### src/rtl/nibble_stream_pkg.sv
// Shared constants, serialiser state type and nibble helper for the nibble stream transmitter.
package nibble_stream_pkg;

    localparam int NIB_W     = 4;
    localparam int BYTE_W    = 8;
    localparam int GAP_CNT_W = 3;

    typedef enum logic [2:0] {
        IDLE,
        NIB1,
        GAP1,
        NIB2,
        GAP2
    } ser_state_e;

    function automatic logic [NIB_W-1:0] pick_nibble(input logic [BYTE_W-1:0] b, input logic high);
        return high ? b[BYTE_W-1:NIB_W] : b[NIB_W-1:0];
    endfunction

endpackage

### src/rtl/nibble_stream_tx_if.sv
// Byte-side handshake plus the nibble-side {toggle, valid, din} bus of the transmitter.
interface nibble_stream_tx_if;
    import nibble_stream_pkg::*;

    logic [BYTE_W-1:0] byte_in;
    logic              byte_valid;
    logic              byte_ready;
    logic [NIB_W-1:0]  din;
    logic              valid;
    logic              toggle;
    logic              busy;

    modport master (
        output byte_in, byte_valid,
        input  byte_ready, din, valid, toggle, busy
    );

    modport slave (
        input  byte_in, byte_valid,
        output byte_ready, din, valid, toggle, busy
    );

endinterface

### src/rtl/nibble_stream_tx_fifo.sv
// Small power-of-two byte FIFO with registered count; push is ignored when full, pop when empty.
module byte_fifo
    import nibble_stream_pkg::*;
#(
    parameter int DEPTH = 4
) (
    input  logic                           clk,
    input  logic                           reset,
    input  logic                           push,
    input  logic                           pop,
    input  logic [BYTE_W-1:0]              wr_data,
    output logic [BYTE_W-1:0]              rd_data,
    output logic                           full,
    output logic                           empty,
    output logic [$clog2(DEPTH + 1)-1:0]   count
);
    localparam int PTR_W = $clog2(DEPTH);
    localparam int CNT_W = $clog2(DEPTH + 1);

    logic [BYTE_W-1:0] mem [DEPTH];
    logic [PTR_W-1:0]  wr_ptr;
    logic [PTR_W-1:0]  rd_ptr;
    logic              do_push;
    logic              do_pop;

    // Full/empty come straight from the registered count, so a pop never frees a slot in the same cycle.
    assign full    = (count == CNT_W'(DEPTH));
    assign empty   = (count == '0);
    assign do_push = push && !full;
    assign do_pop  = pop && !empty;
    assign rd_data = mem[rd_ptr];

    always_ff @(posedge clk) begin
        if (reset) begin
            wr_ptr <= '0;
            rd_ptr <= '0;
            count  <= '0;
        end else begin
            if (do_push) begin
                wr_ptr <= wr_ptr + PTR_W'(1);
            end
            if (do_pop) begin
                rd_ptr <= rd_ptr + PTR_W'(1);
            end
            case ({do_push, do_pop})
                2'b10:   count <= count + CNT_W'(1);
                2'b01:   count <= count - CNT_W'(1);
                default: count <= count;
            endcase
        end
    end

    always_ff @(posedge clk) begin
        if (do_push) begin
            mem[wr_ptr] <= wr_data;
        end
    end

endmodule

### src/rtl/nibble_stream_tx.sv
// Buffers bytes and serialises each into two valid-qualified nibbles with optional idle gaps.
module nibble_stream_tx
    import nibble_stream_pkg::*;
#(
    parameter int DEPTH     = 4,
    parameter int GAP       = 1,
    parameter int MSB_FIRST = 1
) (
    input  logic              clk,
    input  logic              reset,
    nibble_stream_tx_if.slave bus
);
    localparam int                   CNT_W      = $clog2(DEPTH + 1);
    localparam logic [GAP_CNT_W-1:0] GAP_LOAD   = GAP_CNT_W'((GAP > 0) ? GAP - 1 : 0);
    localparam logic                 FIRST_HIGH = (MSB_FIRST != 0);

    ser_state_e         state;
    logic [GAP_CNT_W-1:0] gap_cnt;
    logic [BYTE_W-1:0]  cur_byte;
    logic [NIB_W-1:0]   din_r;
    logic               valid_r;
    logic               toggle_r;
    logic               busy_r;

    logic [BYTE_W-1:0]  fifo_rd;
    logic               fifo_full;
    logic               fifo_empty;
    logic [CNT_W-1:0]   fifo_count;
    logic               pop;

    byte_fifo #(.DEPTH(DEPTH)) u_fifo (
        .clk     (clk),
        .reset   (reset),
        .push    (bus.byte_valid),
        .pop     (pop),
        .wr_data (bus.byte_in),
        .rd_data (fifo_rd),
        .full    (fifo_full),
        .empty   (fifo_empty),
        .count   (fifo_count)
    );

    // A new byte is taken from IDLE or on the final cycle of a byte, so queued bytes stream without a bubble.
    assign pop = !fifo_empty &&
                 ((state == IDLE) ||
                  (state == GAP2 && gap_cnt == '0) ||
                  (GAP == 0 && state == NIB2));

    assign bus.byte_ready = !fifo_full;
    assign bus.din        = din_r;
    assign bus.valid      = valid_r;
    assign bus.toggle     = toggle_r;
    assign bus.busy       = busy_r;

    // Outputs are registered from the current state, so they show one cycle after the state is entered.
    always_ff @(posedge clk) begin
        if (reset) begin
            state    <= IDLE;
            gap_cnt  <= '0;
            cur_byte <= '0;
            din_r    <= '0;
            valid_r  <= 1'b0;
            toggle_r <= 1'b0;
            busy_r   <= 1'b0;
        end else begin
            busy_r  <= (state != IDLE) || (fifo_count != '0);
            valid_r <= 1'b0;
            din_r   <= '0;
            case (state)
                IDLE: begin
                    if (pop) begin
                        cur_byte <= fifo_rd;
                        state    <= NIB1;
                    end
                end
                NIB1: begin
                    valid_r <= 1'b1;
                    din_r   <= pick_nibble(cur_byte, FIRST_HIGH);
                    if (GAP == 0) begin
                        state <= NIB2;
                    end else begin
                        gap_cnt <= GAP_LOAD;
                        state   <= GAP1;
                    end
                end
                GAP1: begin
                    if (gap_cnt == '0) begin
                        state <= NIB2;
                    end else begin
                        gap_cnt <= gap_cnt - GAP_CNT_W'(1);
                    end
                end
                NIB2: begin
                    valid_r  <= 1'b1;
                    din_r    <= pick_nibble(cur_byte, !FIRST_HIGH);
                    toggle_r <= ~toggle_r;
                    if (GAP != 0) begin
                        gap_cnt <= GAP_LOAD;
                        state   <= GAP2;
                    end else if (pop) begin
                        cur_byte <= fifo_rd;
                        state    <= NIB1;
                    end else begin
                        state <= IDLE;
                    end
                end
                GAP2: begin
                    if (gap_cnt != '0) begin
                        gap_cnt <= gap_cnt - GAP_CNT_W'(1);
                    end else if (pop) begin
                        cur_byte <= fifo_rd;
                        state    <= NIB1;
                    end else begin
                        state <= IDLE;
                    end
                end
                default: state <= IDLE;
            endcase
        end
    end

endmodule
### src/flat_wrapper.sv
// flat-port wrapper written by rule: the top's interface ports become plain ports
module nibble_stream_tx_flat import nibble_stream_pkg::*;
#(
    parameter int DEPTH     = 4,
    parameter int GAP       = 1,
    parameter int MSB_FIRST = 1
)
  (clk, reset, bus_byte_in, bus_byte_valid, bus_byte_ready, bus_din, bus_valid, bus_toggle, bus_busy);
  nibble_stream_tx_if bus_i ();
  input  logic clk;
  input  logic reset;
  input wire logic [$bits(bus_i.byte_in)-1:0] bus_byte_in;
  input wire logic [$bits(bus_i.byte_valid)-1:0] bus_byte_valid;
  output wire logic [$bits(bus_i.byte_ready)-1:0] bus_byte_ready;
  output wire logic [$bits(bus_i.din)-1:0] bus_din;
  output wire logic [$bits(bus_i.valid)-1:0] bus_valid;
  output wire logic [$bits(bus_i.toggle)-1:0] bus_toggle;
  output wire logic [$bits(bus_i.busy)-1:0] bus_busy;
  assign bus_i.byte_in = bus_byte_in;
  assign bus_i.byte_valid = bus_byte_valid;
  assign bus_byte_ready = bus_i.byte_ready;
  assign bus_din = bus_i.din;
  assign bus_valid = bus_i.valid;
  assign bus_toggle = bus_i.toggle;
  assign bus_busy = bus_i.busy;
  nibble_stream_tx #(.DEPTH(DEPTH), .GAP(GAP), .MSB_FIRST(MSB_FIRST)) u_core (.clk(clk), .reset(reset), .bus(bus_i));
endmodule
### config.mk
export PLATFORM = sky130hd
export DESIGN_NAME = nibble_stream_tx_flat
export DESIGN_NICKNAME = d
export VERILOG_FILES = /design/src/rtl/nibble_stream_pkg.sv /design/src/rtl/nibble_stream_tx_if.sv /design/src/rtl/nibble_stream_tx_fifo.sv /design/src/rtl/nibble_stream_tx.sv /design/src/flat_wrapper.sv
export SDC_FILE = /design/constraint.sdc
export NUM_CORES = 1
export LEC_CHECK = 0
export ABC_CLOCK_PERIOD_IN_PS = 6100
export CAP_MARGIN = 20
export CORE_ASPECT_RATIO = 1.5
export CORE_MARGIN = 2
export CORE_UTILIZATION = 58
export DETAILED_ROUTE_END_ITERATION = 16
export GPL_ROUTABILITY_DRIVEN = 0
export GPL_TIMING_DRIVEN = 0
export PLACE_DENSITY = 0.9
export SLEW_MARGIN = 20
export SYNTH_ARGS = -nofsm -noshare
export SYNTH_HDL_FRONTEND = slang
export SYNTH_SLANG_ARGS = --single-unit
### constraint.sdc
create_clock -name clk -period 6.1 [get_ports clk]
set_input_delay 1.22 -clock clk [delete_from_list [all_inputs] [get_ports clk]]
set_output_delay 1.22 -clock clk [all_outputs]
set_load 0.05 [all_outputs]
==> summary.txt, run 1 <==
Run status
  • Outcome: complete, no violations

Synth
  • Top-area cell type share of the netlist area: 35.4%
  • Syn_area_per_cell: 13.2 µm²
  • Main flop type after synthesis: edfxtp_1
  • Library cells used by synthesis: 45
  • Area contributors post-synth: edfxtp_1 35%, dfxtp_1 22%, mux4_2 6.6%, ha_1 3.2%, o2111ai_1 2.6%
  • Most numerous cell in the Yosys netlist: edfxtp_1
  • Synthesized flop and latch total: 62
  • Seq/Total Area, Yosys: 57.5%
  • Post-Synthesis Cells: 206
  • Synth async-reset ratio: 0%
  • Synth warn: 0
  • Synthesized Nets: 225
  • Top cells by count, synth: 32 x edfxtp_1, 30 x dfxtp_1, 18 x inv_1
  • Post-synth EDFFs: 32
  • Post-Syn Area: 0.00271 mm²
  • Area leader, netlist: edfxtp_1

STA
  • F_max: 311 MHz
  • Final worst-path cycle share: 52.6%
  • Fin Clk Skew: 0.00558 ns
  • Tightest Pin Transition: 0.670 ns
  • RSZ-0062 raised after global routing: no
  • Post-layout min period: 3.21 ns
  • Post-route setup slack: 2.89 ns
  • Slew HR: 55.3%
  • TNS Setup: 0 ns
  • Slew Limit Fails: 0
  • Hold_ws: 0.483 ns
  • Endpoints failing hold: 0
  • Final Setup Violations: 0

Floorplanning
  • Row cnt: 30
  • Die Footprint: 0.00525 mm²
  • Core ar.: 0.00450 mm²
  • Initial core utilization: 60.3%
  • Die width: 59.9 µm
  • Die Y: 87.8 µm
  • I/O pin cnt: 19

Route
  • Routed wire length: 4430 µm
  • Routed vias/inst: 5.86
  • Routed length per instance: 15.4 µm
  • Antenna viol nets, final: 0
  • DRC Markers: 0
  • TritonRoute pass-1 iters: 4
  • 1st-iter DRT viols: 51
  • Via count: 1682

Final layout
  • Layout cells sized above 1: 18.4%
  • FF/Latch Area: 0.00156 mm²
  • NumNets Final: 253
  • Number of diodes: 0
  • Layout area overhead: 16.7%
  • Filler cells: 304
  • Final instance area: 0.00317 mm²
  • Multi-input logic area: 0.00101 mm²

Pwr
  • P_leak: 1.10 nW
  • Sequential Power Share: 37.8%
  • Internal power: 981 µW
  • Sw Ratio: 33.7%
  • Psw: 499 µW
  • Pwr dens: 467 mW/mm²
  • Clock power frac: 26.9%
  • Total Power: 1.48 mW
  • Logic pwr share: 35.3%
  • Peak supply drop: 235 µV

Placement
  • Post-Place Worst Slack: 3.11 ns
  • Placed inst area: 0.00294 mm²
  • Port bufs: 17
  • DP Wirelength: 3110 µm

Clock tree
  • Post-CTS Hold Buffers: 0
  • CTS root buffer: clkbuf_8
  • CTS tree: done
  • CTS Buf Count: 9
  • Clock insertion delay at the later pin of the skew report: 0.34 ns
  • Post-CTS Repair Setup Buffers: 0
  • Number of clock sinks: 62
  • PostCTS Resize Cnt: 0
  • Clock transition at path regs: 0.07 ns
  • H-tree depth: 3
  • Clock Tree Buf Depth: 2

Global route
  • Vias in the first global route: 1689
  • GRT Residual Overflow: 0
  • Global-route wire length before repair: 7600 µm
  • GRT Total Usage: 20.2%
  • Initial antenna violation count: 0
  • Largest net degree at the start of global routing: 13

Critical path
  • Crit Path Class: reg2out
  • CP max-delay cell: clkdlybuf4s50_1
  • Largest stage delay on the critical path: 0.69 ns
  • Crit-path max FO: 10
  • Critical Path Start Type: flop
  • Reg2Reg Launch Point: u_core.gap_cnt[0]$_SDFFE_PP0P_
  • Buf/Inv on CP: 2
  • Critical Path AT: 1.99 ns
  • Crit-path cells: or3b_1 -> buf_6 -> clkdlybuf4s50_1
  • Critical Path End Type: output port
  • CP top delay family: buffers and inverters
  • Worst Path Required: 4.88 ns
  • CP Launch Point: u_core.u_fifo.count[2]$_SDFFE_PP0P_

Min path
  • Hold Crit Class: reg2reg
  • HP Start: u_core.gap_cnt[0]$_SDFFE_PP0P_

Run
  • Max cap viols: 0
-- flip-flops by register name, indices dropped and copies added, names as in the netlist, named ones only --
signal and count:
u_core.gap_cnt 3, u_core.bus.toggle 1, u_core.state 3, u_core.bus.valid 1
u_core.u_fifo.mem 32, u_core.cur_byte 8, u_core.u_fifo.count 3, u_core.bus.busy 1
u_core.u_fifo.wr_ptr 2, u_core.u_fifo.rd_ptr 2, u_core.bus.din 4
-- through the flow --
stage,std cells,utilization (%)
finish,287,70.3
global placement,271,65.4
detailed placement,271,65.4
CTS,287,70.3
floorplan,206,-
global route,287,70.3
-- worst paths after layout --
path / cells after the start / to / slack (ns)
setup / recovery: 3 / bus_byte_ready / 2.89
hold / removal: 2 / u_core.gap_cnt[0]$_SDFFE_PP0P_ / 0.48
setup reg to reg: 11 / u_core.u_fifo.count[2]$_SDFFE_PP0P_ / 3.46
hold reg to reg: 2 / u_core.gap_cnt[0]$_SDFFE_PP0P_ / 0.48
-- cells by family (layout without fill, tap and decap cells) --
kind of cell / after synthesis / in the layout / share of synthesized area, %
AO/OA/AOI/OAI: 34 / 34 / 10.7
adder cells (fa/ha/maj): 8 / 8 / 3.96
XOR/XNOR: 6 / 6 / 1.94
multiplexers: 16 / 16 / 9.73
flip-flops: 62 / 62 / 57.5
AND/OR/NAND/NOR: 48 / 48 / 10.7
buffers and inverters: 32 / 65 / 5.39
-- metal layers --
metal | routed length [µm] | track usage (%)
met5 | 0 | 0
met4 | 119 | 11.7
met3 | 196 | 6.50
met2 | 2380 | 32.6
met1 | 1740 | 23.1
-- worst min-delay path: stages (launching register included) --
cell	delay, ns
dfxtp_1	0.32
o31ai_1	0.06
a21oi_1	0.06
-- layout by cell type (no fill, tap or decap), drive strengths merged --
cell type	synthesis	layout
a2111oi	1	1
a211o	1	1
a211oi	3	3
a21o	2	2
a21oi	7	7
a31oi	2	2
and3	4	4
buf	8	8
bufinv	0	2
clkbuf	5	15
clkdlybuf4s50	0	17
clkinv	1	4
dfxtp	30	30
edfxtp	32	32
fa	1	1
ha	7	7
inv	18	19
mux2	3	3
mux2i	5	5
mux4	8	8
nand2	1	1
nand2b	3	3
nand3	4	4
nand3b	2	2
nand4	2	2
nor2	12	12
nor2b	2	2
nor3	4	4
o2111ai	8	8
o21ai	1	1
o311ai	8	8
o31ai	1	1
or2	2	2
or3	10	10
or3b	2	2
xnor2	2	2
xor2	4	4
-- area by class of cell --
class | count | area share, %
well taps | 48 | 1.90
plain buffers | 13 | 2.37
repair buffers | 17 | 5.37
clock buffers | 10 | 4.03
inverters | 19 | 2.25
flip-flops and latches | 62 | 49.3
multi-input cells | 112 | 31.8
clock inverters | 6 | 3.00
-- power groups by stage --
| stage | sequential [mW] | clock, mW | combinational, mW |
|---|---|---|---|
| after floorplan | 0.582 | 0 | 0.396 |
| after global placement | 0.564 | 0 | 0.505 |
| after detailed placement | 0.568 | 0 | 0.522 |
| after CTS | 0.559 | 0.404 | 0.527 |
| after global routing | 0.568 | 0.420 | 0.576 |
| final | 0.559 | 0.399 | 0.523 |
No activity file was read; power rests on OpenSTA's default activity.
==> inputs of run 2 (changes only) <==
- ABC_CLOCK_PERIOD_IN_PS: 6100 -> 2900
- CORE_UTILIZATION: 58 -> 52
- PLACE_DENSITY: 0.9 -> 0.86
- clock period: 6.1 -> 2.9 ns (I/O delays scaled with it)
==> summary.txt, run 2 (synthesis results as in run 1) <==
Run status
  • Outcome: complete, no violations

Clock tree
  • Post-CTS Hold Buffers: 0 (unchanged)
  • CTS root buffer: clkbuf_8
  • PostCTS Resize Cnt: 0 (unchanged)
  • Post-CTS Repair Setup Buffers: 0 (unchanged)
  • H-tree depth: 3 (unchanged)
  • Clock insertion delay at the later pin of the skew report: 0.36 ns (+0.02 ns)
  • Number of clock sinks: 62 (unchanged)
  • Clock transition at path regs: 0.07 ns (about the same)
  • Clock Tree Buf Depth: 2 (unchanged)
  • CTS tree: done
  • CTS Buf Count: 9 (unchanged)

Pwr
  • Total Power: 2.97 mW (+100%)
  • P_leak: 1.08 nW (-1.8%)
  • Peak supply drop: 595 µV (+150%)
  • Pwr dens: 942 mW/mm² (+100%)

Route
  • DRC Markers: 0 (unchanged)
  • Routed length per instance: 14.3 µm (-7.5%)
  • Routed vias/inst: 5.45 (-7.0%)
  • Via count: 1673 (-0.54%)
  • Antenna viol nets, final: 0 (unchanged)
  • 1st-iter DRT viols: 91 (+78%)
  • TritonRoute pass-1 iters: 4 (unchanged)
  • Routed wire length: 4390 µm (-1.0%)

Placement
  • Post-Place Worst Slack: 0.302 ns (-2.81 ns)
  • Port bufs: 17 (unchanged)
  • DP Wirelength: 3130 µm (+0.72%)

Critical path
  • Crit-path max FO: 10 (unchanged)
  • Worst Path Required: 2.32 ns (-2.56 ns)
  • Critical Path End Type: output port
  • Crit Path Class: reg2out
  • CP max-delay cell: clkdlybuf4s50_1
  • Crit-path cells: or3b_1 -> buf_6 -> clkdlybuf4s50_1
  • Critical Path AT: 2.02 ns (+0.03 ns)
  • Largest stage delay on the critical path: 0.69 ns (about the same)
  • Critical Path Start Type: flop

STA
  • Tightest Pin Transition: 0.655 ns (-0.0151 ns)
  • Post-layout min period: 2.60 ns
  • Fin Clk Skew: 0.0101 ns (+0.00448 ns)
  • Slew HR: 56.3% (+1.0 points)
  • Final Setup Violations: 0 (unchanged)
  • RSZ-0062 raised after global routing: no
  • Post-route setup slack: 0.299 ns (-2.59 ns)
  • Hold_ws: 0.469 ns (-0.0139 ns)
  • Endpoints failing hold: 0 (unchanged)
  • Slew Limit Fails: 0 (unchanged)
  • TNS Setup: 0 ns (unchanged)
  • Final worst-path cycle share: 89.7%
  • F_max: 384 MHz

Global route
  • Vias in the first global route: 1630 (-3.5%)
  • GRT Residual Overflow: 0 (unchanged)
  • Largest net degree at the start of global routing: 14 (+1)
  • Global-route wire length before repair: 7620 µm (+0.28%)
  • GRT Total Usage: 17.5% (-2.7 points)
  • Initial antenna violation count: 0 (unchanged)

Floorplanning
  • Row cnt: 32 (+6.7%)
  • Die Y: 92.5 µm (+5.4%)
  • Die width: 63.0 µm (+5.2%)
  • Core ar.: 0.00508 mm² (+13%)
  • I/O pin cnt: 19 (unchanged)
  • Die Footprint: 0.00582 mm² (+11%)
  • Initial core utilization: 53.4% (-6.9 points)

Final layout
  • Number of diodes: 0 (unchanged)
  • Most flops, register: u_core.u_fifo.mem
  • Most common cell after layout, fill and taps aside: edfxtp_1
  • Layout area overhead: 16.0%
  • Max reg flops: 32 (unchanged)
  • Most frequent cells in the layout: 32 x edfxtp_1, 30 x dfxtp_1, 18 x inv_1, 17 x clkdlybuf4s50_1, 12 x nor2_1
  • Layout cells sized above 1: 18.8% (+0.42 points)
  • NumNets Final: 253 (unchanged)
  • Final core utilization: 61.9% (-8.4 points)

Run
  • Max cap viols: 0 (unchanged)

Min path
  • Hold Crit Class: reg2reg
run 2: cell count changes in the layout (fill, tap and decap cells not counted):
cell	change
bufinv_16	-2
clkbuf_1	-1
inv_6	+3
clkinv_4	-2
clkinv_2	+1
clkinvlp_4	+1
run 2: stage by stage:
step	cell area, µm²	std cells
after floorplan	2710	206
after global placement	2970	291
after detailed placement	2970	291
after CTS	3150	307
after global routing	3150	307
final	3150	307
run 2: layout make-up:
class,instances,area [µm²]
fill,410,1940
sequential,62,1560
multi-input combinational,112,1010
timing repair buffer,17,170
clock buffer,9,124
tap,68,85.1
buffer,13,75.1
inverter,19,71.3
clock inverter,7,56.3
run 2: worst paths after layout:
kind	startpoint	to	slack [ns]	cells after the start
max	u_core.u_fifo.count[2]$_SDFFE_PP0P_	bus_byte_ready	0.30	3
min	u_core.gap_cnt[0]$_SDFFE_PP0P_	u_core.gap_cnt[0]$_SDFFE_PP0P_	0.47	2
max reg2reg	u_core.gap_cnt[0]$_SDFFE_PP0P_	u_core.u_fifo.count[2]$_SDFFE_PP0P_	0.30	11
min reg2reg	u_core.gap_cnt[0]$_SDFFE_PP0P_	u_core.gap_cnt[0]$_SDFFE_PP0P_	0.47	2
run 2: worst max-delay path: cells and delay by family, from the launching register on:
family	cells	cell delay, ns
buf+inv	2	0.84
simple gates	1	0.39
flops	1	0.43
run 2: power by group:
part | internal (mW) | total [mW] | switching [mW]
Clock | 0.321 | 0.696 | 0.375
Sequential | 1.09 | 1.18 | 0.0892
Combinational | 0.480 | 1.09 | 0.610
Total | 1.89 | 2.97 | 1.07
run 2: layer usage:
metal  vias to the layer above  share of wire [%]  GRT usage, %
li1                        826                  -             -
met1                       800                 42          19.8
met2                        35                 51          28.8
met5                         -                  0             0
met4                         0                3.1          10.0
met3                        12                3.8          5.59
==> variant, RTL diff (config.mk and constraints of run 2) <==
The package constant `GAP_CNT_W` goes from 3 to 6.
--- a/src/rtl/nibble_stream_pkg.sv
+++ b/src/rtl/nibble_stream_pkg.sv
@@ -3,7 +3,7 @@
 
     localparam int NIB_W     = 4;
     localparam int BYTE_W    = 8;
-    localparam int GAP_CNT_W = 3;
+    localparam int GAP_CNT_W = 6;
 
     typedef enum logic [2:0] {
         IDLE,
Check against the original RTL: no difference found for any inputs over 10 cycles, from zero or initial values and one cycle with reset high; that may be too few to reach the edited logic, so the function may still have changed.
==> variant against run 2 <==
  * Non-clock buffer count down 2
  * Worst setup slack lost 0.017 ns
  * Sequential cell count is 3 higher
  * Cell area decreased by 1.5%
  * Highest routed layer unchanged
  * First-iteration DRC count down 4.4%
  * Critical path type is now flop to flop
  * Power is 5.5% higher
  * Fmax decreased by 0.67%
  * Sequential share of layout area is 2.7 points higher
  * Synthesized area fell by 2.5%
  * Count of clock-buffer cells in the layout increased by 5
  * Largest power group unchanged
  * Wire length fell by 0.30%
  * Critical endpoint is now u_core.u_fifo.count[2]
  * Clock skew is 0.0024 ns lower
==> variant: results (changes against run 2) <==
cells_and_area:
  num-multi-input-gates: 127  # +13%
  inv_count: 9  # -10
  nClkBuffers: 14  # +5
  nonClkBufAreaFrac_pct: 7.10  # -0.68 points
  final_nets: 259  # +2.4%
  drive_above_1_share_pct: 11.4  # -7.4 points
  final_common_cell: "dfxtp_1"
  multi_input_area_share_pct: 30.6  # -1.4 points
  sh_seq_area_pct: 52.3  # +2.7 points
  clkCellAreaFrac_pct: 6.26  # +0.53 points
  fillers: 382  # -6.8%
worst_setup_path:
  cp_slowest_cell: "or3_1"
  critPathMaxFanout: 11  # +1
  crit_family: "simple AND/OR/NAND/NOR gates"
  reg2reg_slack_ns: 0.28  # -0.02 ns
  critPathMaxStageDelay_ns: 0.37  # -0.32 ns
routing:
  vias_per_cell: 5.32  # -2.5%
  wl_met2_um: 2390  # +5.8%
  drt_iter0_drc: 87  # -4.4%
  wl_per_cell_um: 14.1  # -1.6%
  wl_met1_um: 1730  # -5.0%
  drt-total-wl_um: 4380  # -0.30%
grt:
  met3_usage_pct: 4.58  # -1.0 points
  met1_usage_pct: 18.5  # -1.3 points
  grt.total_usage_pct: 17.6  # +0.094 points
  grt_pass1_wl_um: 7560  # -0.81%
  use_met2_pct: 31.4  # +2.6 points
  grt_pass1_vias: 1689  # +3.6%
  grt_max_degree: 12  # -2
sta:
  clock_skew_ns: 0.00768  # -0.00238 ns
  fin_crit_sh_pct: 90.3  # +0.60 points
  tightest_slew_ns: 0.932  # +0.277 ns
yosys:
  yosysMostFrequentCell: "dfxtp_1"
  synth_seq_area_share_pct: 61.3  # +3.8 points
  synth_nets: 231  # +2.7%
  synth_top_flop_cell: "dfxtp_1"
  netlist_top_cells_count: "33 x dfxtp_1, 32 x edfxtp_1, 17 x a21oi_1"
  ys_types: 35  # -22%
  synthTopCellsByArea: "edfxtp_1 36%, dfxtp_1 25%, mux4_2 6.8%"
power:
  leakage_nw: 1.11  # +2.8%
status:
  status: "finished clean"
placement:
  dp_slack_ns: 0.156  # -0.146 ns
  portBuffers: 18  # +1
cts:
  clock_latency_ns: 0.34  # -0.02 ns
variant: changes by cell type after synthesis, sizes merged, moves of 3 or more:
cell / before / now
nand3: 4 / 10
a211oi: 3 / 0
o21ai: 1 / 12
o311ai: 8 / 2
dfxtp: 30 / 33
o2111ai: 8 / 0
nand2: 1 / 8
a21oi: 7 / 17
inv: 18 / 9
variant: repair_timing:
| action | CTS | global route |
|---|---|---|
| gates resized for setup | 0 | 1 |
| setup buffers | 0 | 0 |
| endpoints found under the setup margin | 0 | 1 |
variant: cells by family after synthesis:
kind of cell / Yosys count / synth area share (%)
buffers and inverters: 20 / 2.93
AO/OA/AOI/OAI: 37 / 8.18
flip-flops: 65 / 61.3
AND/OR/NAND/NOR: 61 / 12.0
XOR/XNOR: 5 / 1.66
multiplexers: 16 / 9.89
adder cells (fa/ha/maj): 8 / 4.07
variant: power breakdown:
group	internal [W]	total, W	switching, W
combinational	0.000476	0.00112	0.000647
clock	0.000407	0.000719	0.000312
sequential	0.00118	0.00128	0.000102
total	0.00207	0.00313	0.00106
variant: through the flow:
stage	instance area [sq um]	hold slack [ns]	utilization [%]
after CTS	3100	0.460	64.0
after global routing	3100	0.489	63.9
after global placement	2910	0.440	60.0
final	3100	0.453	63.9
after detailed placement	2910	0.451	60.0
after floorplan	2650	0.432	-
variant: path summary, 6_finish.rpt:
path              depth (start not counted)                endpoint              start
setup / recovery                         10  u_core.u_fifo.count[2]  u_core.gap_cnt[2]
hold / removal                            2       u_core.gap_cnt[1]  u_core.gap_cnt[1]
setup reg to reg                         10  u_core.u_fifo.count[2]  u_core.gap_cnt[2]
hold reg to reg                           2       u_core.gap_cnt[1]  u_core.gap_cnt[1]
